`config.mk`:
```
export PLATFORM = sky130hd
export DESIGN_NAME = sequenciador_de_funcionalidade_flat
export DESIGN_NICKNAME = d
export VERILOG_FILES = /design/src/rtl/sequenciador_de_funcionalidade_pkg.sv /design/src/rtl/sequenciador_de_funcionalidade_if.sv /design/src/rtl/sequenciador_de_funcionalidade_detector_de_borda.sv /design/src/rtl/sequenciador_de_funcionalidade.sv /design/src/flat_wrapper.sv
export SDC_FILE = /design/constraint.sdc
export NUM_CORES = 1
export LEC_CHECK = 0
export CELL_PAD_IN_SITES_DETAIL_PLACEMENT = 0
export CELL_PAD_IN_SITES_GLOBAL_PLACEMENT = 1
export CORE_MARGIN = 2
export CORE_UTILIZATION = 35
export DETAILED_ROUTE_END_ITERATION = 10
export GPL_TIMING_DRIVEN = 0
export PLACE_DENSITY = 0.75
export SYNTH_ARGS = -nofsm -noshare
export SYNTH_HDL_FRONTEND = slang
export SYNTH_SLANG_ARGS = --single-unit
```
`constraint.sdc`:
```
create_clock -name clk -period 1.65 [get_ports clk]
set_input_delay 0.33 -clock clk [delete_from_list [all_inputs] [get_ports clk]]
set_output_delay 0.33 -clock clk [all_outputs]
set_load 0.02 [all_outputs]
```
`src/rtl/sequenciador_de_funcionalidade_pkg.sv`:
```
// Shared types and constants for the functionality sequencer.
// Includes the selection wrap helpers used in the SELECT state.
package sequenciador_de_funcionalidade_pkg;

  typedef enum logic [1:0] {
    ST_IDLE   = 2'd0,
    ST_SELECT = 2'd1,
    ST_RUN    = 2'd2,
    ST_DONE   = 2'd3
  } state_t;

  localparam logic [2:0] SEL_MIN = 3'd1;
  localparam logic [2:0] SEL_MAX = 3'd7;

  // The selection wraps within 1..7, so it never reaches 0.
  function automatic logic [2:0] sel_inc(input logic [2:0] s);
    return (s == SEL_MAX) ? SEL_MIN : s + 3'd1;
  endfunction

  function automatic logic [2:0] sel_dec(input logic [2:0] s);
    return (s == SEL_MIN) ? SEL_MAX : s - 3'd1;
  endfunction

endpackage

```
`src/rtl/sequenciador_de_funcionalidade_if.sv`:
```
// Button inputs and decoder-facing outputs of the functionality sequencer.
// The master side drives the buttons; the slave side is the sequencer.
interface sequenciador_de_funcionalidade_if;
  logic       btn_start;
  logic       btn_next;
  logic       btn_prev;
  logic       btn_confirm;
  logic       btn_cancel;
  logic [2:0] F;
  logic       E;
  logic       busy;
  logic       done;
  logic [1:0] state_dbg;

  modport master (
    output btn_start, btn_next, btn_prev, btn_confirm, btn_cancel,
    input  F, E, busy, done, state_dbg
  );

  modport slave (
    input  btn_start, btn_next, btn_prev, btn_confirm, btn_cancel,
    output F, E, busy, done, state_dbg
  );
endinterface

```
`src/rtl/sequenciador_de_funcionalidade_detector_de_borda.sv`:
```
// One-bit rising-edge detector; a held level yields a single event.
// Module name is detector_de_borda, instantiated once per button.
module detector_de_borda (
  input  logic clk,
  input  logic rst_n,
  input  logic din,
  output logic pulse
);

  logic prev_q;
  logic prev_d;

  always_comb prev_d = din;

  always_ff @(posedge clk or negedge rst_n) begin
    if (!rst_n) prev_q <= 1'b0;
    else        prev_q <= prev_d;
  end

  assign pulse = din & ~prev_q;

endmodule

```
`src/rtl/sequenciador_de_funcionalidade.sv`:
```
// Sequencer for the 3-to-7 functionality decoder: choose, run for a fixed
// number of cycles, pulse done. All outputs decode from registered state.
//
// state     | meaning
// ST_IDLE   | waiting for start, decoder disabled
// ST_SELECT | user browsing functionalities, F shows selection
// ST_RUN    | decoder enabled, counting down run cycles
// ST_DONE   | one-cycle done pulse, then back to idle
module sequenciador_de_funcionalidade
  import sequenciador_de_funcionalidade_pkg::*;
#(
  parameter int RUN_CYCLES = 100,
  parameter int CNT_W      = $clog2(RUN_CYCLES) + 1
) (
  input  logic                            clk,
  input  logic                            rst_n,
  sequenciador_de_funcionalidade_if.slave bus
);

  localparam logic [CNT_W-1:0] CNT_LOAD = CNT_W'(RUN_CYCLES - 1);

  logic ev_start, ev_next, ev_prev, ev_confirm, ev_cancel;

  detector_de_borda u_det_start   (.clk(clk), .rst_n(rst_n), .din(bus.btn_start),   .pulse(ev_start));
  detector_de_borda u_det_next    (.clk(clk), .rst_n(rst_n), .din(bus.btn_next),    .pulse(ev_next));
  detector_de_borda u_det_prev    (.clk(clk), .rst_n(rst_n), .din(bus.btn_prev),    .pulse(ev_prev));
  detector_de_borda u_det_confirm (.clk(clk), .rst_n(rst_n), .din(bus.btn_confirm), .pulse(ev_confirm));
  detector_de_borda u_det_cancel  (.clk(clk), .rst_n(rst_n), .din(bus.btn_cancel),  .pulse(ev_cancel));

  state_t           state_q, state_d;
  logic [2:0]       sel_q,   sel_d;
  logic [CNT_W-1:0] cnt_q,   cnt_d;

  always_ff @(posedge clk or negedge rst_n) begin
    if (!rst_n) begin
      state_q <= ST_IDLE;
      sel_q   <= SEL_MIN;
      cnt_q   <= '0;
    end else begin
      state_q <= state_d;
      sel_q   <= sel_d;
      cnt_q   <= cnt_d;
    end
  end

  always_comb begin
    state_d = state_q;
    sel_d   = sel_q;
    cnt_d   = cnt_q;
    case (state_q)
      ST_IDLE: begin
        if (ev_start) state_d = ST_SELECT;
      end
      ST_SELECT: begin
        // Higher-priority events swallow next/prev in the same cycle.
        if (ev_cancel) begin
          state_d = ST_IDLE;
        end else if (ev_confirm) begin
          state_d = ST_RUN;
          cnt_d   = CNT_LOAD;
        end else if (ev_start) begin
          sel_d = sel_q;
        end else if (ev_next && !ev_prev) begin
          sel_d = sel_inc(sel_q);
        end else if (ev_prev && !ev_next) begin
          sel_d = sel_dec(sel_q);
        end
      end
      ST_RUN: begin
        if (ev_cancel) begin
          state_d = ST_IDLE;
        end else if (cnt_q == '0) begin
          state_d = ST_DONE;
        end else begin
          cnt_d = cnt_q - CNT_W'(1);
        end
      end
      ST_DONE: begin
        state_d = ST_IDLE;
      end
      default: begin
        state_d = ST_IDLE;
      end
    endcase
  end

  assign bus.F         = (state_q == ST_SELECT || state_q == ST_RUN) ? sel_q : 3'd0;
  assign bus.E         = (state_q == ST_RUN);
  assign bus.busy      = (state_q == ST_SELECT || state_q == ST_RUN);
  assign bus.done      = (state_q == ST_DONE);
  assign bus.state_dbg = state_q;

endmodule

```
`src/flat_wrapper.sv`:
```
// flat-port wrapper written by rule: the top's interface ports become plain ports
module sequenciador_de_funcionalidade_flat import sequenciador_de_funcionalidade_pkg::*;
#(
  parameter int RUN_CYCLES = 100,
  parameter int CNT_W      = $clog2(RUN_CYCLES) + 1
)
  (clk, rst_n, bus_btn_start, bus_btn_next, bus_btn_prev, bus_btn_confirm, bus_btn_cancel, bus_F, bus_E, bus_busy, bus_done, bus_state_dbg);
  sequenciador_de_funcionalidade_if bus_i ();
  input  logic clk;
  input  logic rst_n;
  input wire logic [$bits(bus_i.btn_start)-1:0] bus_btn_start;
  input wire logic [$bits(bus_i.btn_next)-1:0] bus_btn_next;
  input wire logic [$bits(bus_i.btn_prev)-1:0] bus_btn_prev;
  input wire logic [$bits(bus_i.btn_confirm)-1:0] bus_btn_confirm;
  input wire logic [$bits(bus_i.btn_cancel)-1:0] bus_btn_cancel;
  output wire logic [$bits(bus_i.F)-1:0] bus_F;
  output wire logic [$bits(bus_i.E)-1:0] bus_E;
  output wire logic [$bits(bus_i.busy)-1:0] bus_busy;
  output wire logic [$bits(bus_i.done)-1:0] bus_done;
  output wire logic [$bits(bus_i.state_dbg)-1:0] bus_state_dbg;
  assign bus_i.btn_start = bus_btn_start;
  assign bus_i.btn_next = bus_btn_next;
  assign bus_i.btn_prev = bus_btn_prev;
  assign bus_i.btn_confirm = bus_btn_confirm;
  assign bus_i.btn_cancel = bus_btn_cancel;
  assign bus_F = bus_i.F;
  assign bus_E = bus_i.E;
  assign bus_busy = bus_i.busy;
  assign bus_done = bus_i.done;
  assign bus_state_dbg = bus_i.state_dbg;
  sequenciador_de_funcionalidade #(.RUN_CYCLES(RUN_CYCLES), .CNT_W(CNT_W)) u_core (.clk(clk), .rst_n(rst_n), .bus(bus_i));
endmodule
```
==> flow_summary.yaml, run 1 <==
run:
  maxCapViolations: 0
global_routing:
  overflow: 0
  grt_max_degree: 19
  grt_pass1_vias: 1056
  grt_pass1_wl_microns: 4750
  grtUsageTotal: 0.171
  antenna_found_initial: 0
cells_and_area:
  area_growth_pct: 34.0
  design_area_sq_um: 1570
  fin_nets: 169
  layout.cells.most_common: "dfrtp_1"
  nFillCells: 310
  drive_above_1_share: 0.302
  num_antenna_cells: 0
  final_cell_mix: "dfrtp_1, buf_4, ha_1"
setup_path:
  path_class: "flip-flop to output port"
  required_ns: 1.32
  critPathArrivalTime_ns: 1.45
  critPathMaxFanout: 4
  worst_setup_path_start_kind: "flip-flop"
  endpoint_kind: "output port"
sta:
  tightestPinTransition_ns: 0.833
  hold_violations: 0
  report.final.slew_viol_count: 0
  fin_crit_sh: 1.08
  worst_hold_slack_ns: 0.495
  maxSlewHeadroom: 0.443
  finalSetupViolCount: 9
  setup_slack_ns: -0.126
  clock_skew_ns: 0.00337
  period_minus_slack_ns: 1.78
  fmaxAchievable_ghz: 0.563
  grt_setup_unrepaired: "true"
cts:
  htreeDepth: 1
  cts_made_buffers: 3
  cts-hold-fix-buffers: 0
  clockBufferDepth: 2
  clk_latency_ns: 0.29
  cts_tree: "yes"
  cts-root-buf: "clkbuf_4"
  cts.sinks: 18
  path_clk_slew_ns: 0.11
placed_design:
  dpl-instance-area_sq_um: 1430
  pre_cts_ws_ns: -0.433
  io_buffer_count: 14
  place.gp.congestion: 0.765
  hpwlAfterDp_microns: 2000
synthesis:
  netlist_area_sq_um: 1170
  synth.top_cell.area_share: 0.362
  syn_inst: 121
  ys_warn_count: 0
  avgSynthCellArea_sq_um: 9.71
  seq_area_frac_synth: 0.384
  ys_top_cells_by_area: "dfrtp_1, ha_1, inv_1, nand2b_1, mux2i_1"
  yosys_register_bits: 18
  syn_nets: 140
  yosysTopAreaCell: "dfrtp_1"
  synth_cell_type_count: 43
floorplanning:
  initial_utilization: 0.358
  die_area_sq_um: 3840
  coreArea_sq_um: 3280
  die_x_microns: 61.9
  die_h_microns: 61.9
  ioPinCount: 15
  rows: 21
power_and_ir_drop:
  power_mw: 2.41
  leakage_nw: 0.664
  seqPwrFrac: 0.257
  clkPwrFrac: 0.113
  swShare: 0.436
  p_sw_mw: 1.05
  internal_power_mw: 1.36
  ir_drop_mv: 0.762
  power_density_nw_per_um2: 1530
  comb_power_share: 0.631
hold_path:
  hp-class: "input port to async pin"
run_status:
  outcome: "finished with violations"
  violations: "setup timing"
drt:
  first_pass_iters: 4
  post-route-drc-count: 0
  drtIter0Drc: 27
  num_vias: 1057
  routed_wl_microns: 2820
  drtAntennaViolNets: 0
  wl_per_cell_microns: 14.4
  vias_per_cell: 5.42
cell usage after synthesis:
master,n
a211o_1,2
a211oi_1,1
a21o_1,2
a21oi_1,4
a221o_1,1
a22o_1,1
a22oi_1,2
a311oi_1,1
a31oi_1,2
a32o_1,1
a41oi_1,1
and2_1,3
and2b_1,1
and3_1,1
buf_2,1
clkbuf_1,1
dfrtp_1,17
dfstp_2,1
ha_1,12
inv_1,10
mux2_2,2
mux2i_1,3
nand2_1,8
nand2b_1,5
nand3_1,1
nand4_1,4
nor2_1,7
nor2b_1,4
nor3_1,3
nor3_2,1
nor3b_1,1
nor4_1,3
nor4b_1,1
o2111ai_2,1
o211ai_1,2
o21a_1,2
o21ai_0,2
o21ai_1,1
o311ai_0,1
o31ai_1,1
o41ai_1,1
or3_1,1
or4b_4,1
final cells by class:
type | instances | area [sq um] | share of cell area
Buffer | 2 | 12.5 | 0.00795
Inverter | 10 | 43.8 | 0.0278
Sequential cell | 18 | 454 | 0.289
Clock buffer | 4 | 36.3 | 0.0231
Timing Repair Buffer | 24 | 206 | 0.131
Tap cell | 46 | 57.6 | 0.0366
Multi-Input combinational cell | 91 | 763 | 0.485
metrics by stage:
step | setup TNS, ns | util | instances
after floorplan | -0.00731 | - | 121
after CTS | -0.492 | 0.473 | 195
after global placement | -4.22 | 0.436 | 181
final | -0.612 | 0.479 | 195
after detailed placement | -4.58 | 0.436 | 181
after global routing | -1.56 | 0.479 | 195
state kept, by name (all words and copies together), names as in the netlist:
name	cells
u_core.bus.state_dbg	2
u_core.cnt_q	8
u_core.sel_q	3
u_core.u_det_cancel.prev_q	1
u_core.u_det_confirm.prev_q	1
u_core.u_det_next.prev_q	1
u_core.u_det_prev.prev_q	1
u_core.u_det_start.prev_q	1
kinds of logic after synthesis:
kind of cell	synth area share
compound gates	0.186
buf+inv	0.0394
flops	0.384
simple gates	0.217
fa+ha+maj	0.128
mux	0.0447
worst paths after layout:
check	from	to	slack, ns	cells past startpoint
min in group clk	bus_btn_next	u_core.u_det_next.prev_q	0.50	1
max in group asynchronous	rst_n	u_core.bus.state_dbg[1]	0.58	1
setup reg to reg	u_core.bus.state_dbg[0]	u_core.sel_q[2]	-0.08	5
hold reg to reg	u_core.cnt_q[3]	u_core.cnt_q[3]	0.61	1
setup / recovery	u_core.bus.state_dbg[0]	bus_F[0]	-0.13	5
hold / removal	rst_n	u_core.u_det_next.prev_q	0.50	1
metal layers:
layer | vias to the layer above | GRT usage | part of all wire
li1 | 500 | - | -
met1 | 522 | 0.200 | 0.43
met5 | - | 0 | 0
met4 | 0 | 0.0456 | 0.011
met2 | 31 | 0.323 | 0.52
met3 | 4 | 0.0248 | 0.043
critical path, cell delays in order, from the launching register on:
cell	delay [ns]
dfrtp_2	0.41
inv_4	0.05
ha_4	0.29
clkinvlp_4	0.17
nor2_4	0.12
buf_6	0.12
power groups by stage:
stage          combinational, mW  sequential [mW]  clock [mW]
6_report                    1.52            0.619       0.272
2_1_floorplan              0.871            0.638           0
4_1_cts                     1.50            0.613       0.277
5_1_grt                     1.66            0.631       0.313
3_5_place_dp                1.31            0.631           0
3_3_place_gp                1.29            0.622           0
timing repair:
action                                  CTS  global route
resized for setup                        38             9
buffers inserted                         10             0
pin swaps                                 2             4
endpoints found under the setup margin   17            18
(Power assumes the default switching activity.)
==> run 2, diff against run 1 <==
- CORE_ASPECT_RATIO: default -> 2
- CORE_UTILIZATION: 35 -> 38
- PLACE_DENSITY: 0.75 -> 0.8
==> run 2 against run 1 <==
The flow still finishes with violations (setup timing). Utilization grew 9.6 points. Sequential power is essentially flat. Non-clock buffer count grew 6. Critical path type unchanged. Largest cell class unchanged. Largest power group unchanged. Highest routed layer unchanged.
==> flow_summary.yaml, run 2 (synthesis gave the netlist of run 1 again) <==
run_status:
  outcome: "finished with violations"
  violations: "setup timing"
setup_path:
  r2r_setup_slack_ns: -0.09
  endpoint_kind: "output port"
  critPathArrivalTime_ns: 1.41
  critPathMaxFanout: 3
  path_class: "flip-flop to output port"
  required_ns: 1.32
  worst_setup_path_start_kind: "flip-flop"
power_and_ir_drop:
  internal_power_mw: 1.58
  leakage_nw: 0.719
  clkPwrFrac: 0.136
  p_sw_mw: 1.18
  power_density_nw_per_um2: 1630
  seqPwrFrac: 0.224
  ir_drop_mv: 0.745
  swShare: 0.429
  comb_power_share: 0.641
floorplanning:
  initial_utilization: 0.399
  rows: 28
  die_x_microns: 43.3
  ioPinCount: 15
  coreArea_sq_um: 2940
  die_area_sq_um: 3580
  die_h_microns: 82.6
cts:
  htreeDepth: 1
  cts-root-buf: "clkbuf_8"
  cts.sinks: 18
  cts-hold-fix-buffers: 0
  clockBufferDepth: 2
  cts_made_buffers: 3
  path_clk_slew_ns: 0.07
  cts_tree: "yes"
  clk_latency_ns: 0.26
sta:
  clock_skew_ns: 0.00339
  period_minus_slack_ns: 1.74
  grt_setup_unrepaired: "true"
  worst_hold_slack_ns: 0.527
  maxSlewHeadroom: 0.453
  finalSetupViolCount: 6
  setup_slack_ns: -0.0900
  fmaxAchievable_ghz: 0.575
  tightestPinTransition_ns: 0.817
  hold_violations: 0
  fin_crit_sh: 1.05
  final.setup.tns_ns: -0.383
  report.final.slew_viol_count: 0
hold_path:
  hp-class: "input port to flip-flop"
drt:
  drtAntennaViolNets: 0
  vias_per_cell: 6.03
  post-route-drc-count: 0
  drtIter0Drc: 30
  routed_wl_microns: 3320
  first_pass_iters: 4
  wl_per_cell_microns: 18.0
  num_vias: 1116
global_routing:
  grt_pass1_vias: 1198
  antenna_found_initial: 0
  grt_pass1_wl_microns: 5530
  grtUsageTotal: 0.211
  overflow: 0
  grt_max_degree: 19
cells_and_area:
  fin_nets: 175
  num_antenna_cells: 0
  final_cell_mix: "buf_4, dfrtp_1, ha_1"
  area_growth_pct: 44.1
  layoutNonFillerInstCount: 185
  top_register: "u_core.cnt_q"
  largest_reg_flops: 8
  drive_above_1_share: 0.394
  final_util: 0.575
placed_design:
  pre_cts_ws_ns: -0.471
  place.gp.congestion: 0.823
  io_buffer_count: 14
  dp.cells: 165
  hpwlAfterDp_microns: 2350
run:
  maxCapViolations: 0
## run 2: cell count changes in the layout (fill, tap and decap cells not counted), moves of 2 or more
cell      change
clkbuf_8      +3
buf_6         +2
nor4_1        -2
clkbuf_4      -3
buf_4         +2
## run 2: worst paths after layout
check / depth (start not counted) / start / to
min in group asynchronous: 1 / rst_n / u_core.u_det_prev.prev_q
hold / removal: 1 / bus_btn_next / u_core.u_det_next.prev_q
setup reg to reg: 6 / u_core.cnt_q[1] / u_core.cnt_q[4]
setup / recovery: 6 / u_core.bus.state_dbg[1] / bus_F[1]
max in group asynchronous: 1 / rst_n / u_core.bus.state_dbg[0]
hold reg to reg: 1 / u_core.cnt_q[5] / u_core.cnt_q[5]
## run 2: critical path, stage by stage (launching register included)
cell	delay [ns]
dfrtp_2	0.38
inv_2	0.06
ha_4	0.29
clkinvlp_4	0.09
buf_6	0.13
nor2_4	0.08
buf_6	0.12
## run 2: metal layers
metal | share of wire | wire length (microns) | global-route usage
met5 | 0 | 0 | 0
met4 | 0.060 | 198 | 0.130
met3 | 0.034 | 112 | 0.0217
met2 | 0.58 | 1920 | 0.413
met1 | 0.33 | 1100 | 0.199
## run 2: power groups by stage
stage | combinational [mW] | clock (mW) | sequential [mW]
floorplan | 0.871 | 0 | 0.638
global placement | 1.29 | 0 | 0.621
detailed placement | 1.34 | 0 | 0.631
CTS | 1.69 | 0.371 | 0.616
global route | 1.91 | 0.397 | 0.631
finish | 1.77 | 0.375 | 0.617
## run 2: timing repair
| action | 4_1_cts | 5_1_grt |
|---|---|---|
| endpoints found under the setup margin | 18 | 16 |
| endpoints found under the hold margin | 0 | 0 |
| pin swaps | 5 | 6 |
| resized for setup | 45 | 15 |
| setup buffers | 15 | 1 |
## run 2: per-stage QoR
step,cell area (sq um),power [mW]
final,1690,2.76
after global routing,1690,2.94
after CTS,1620,2.68
after detailed placement,1410,1.97
after global placement,1410,1.91
after floorplan,1230,1.51
## run 2: layout make-up
type	count	area, sq um
Inverter	10	43.8
Multi-Input combinational cell	91	836
Buffer	2	16.3
Timing Repair Buffer	30	250
Fill cell	250	1250
Sequential cell	18	454
Clock buffer	4	55.1
Tap cell	30	37.5
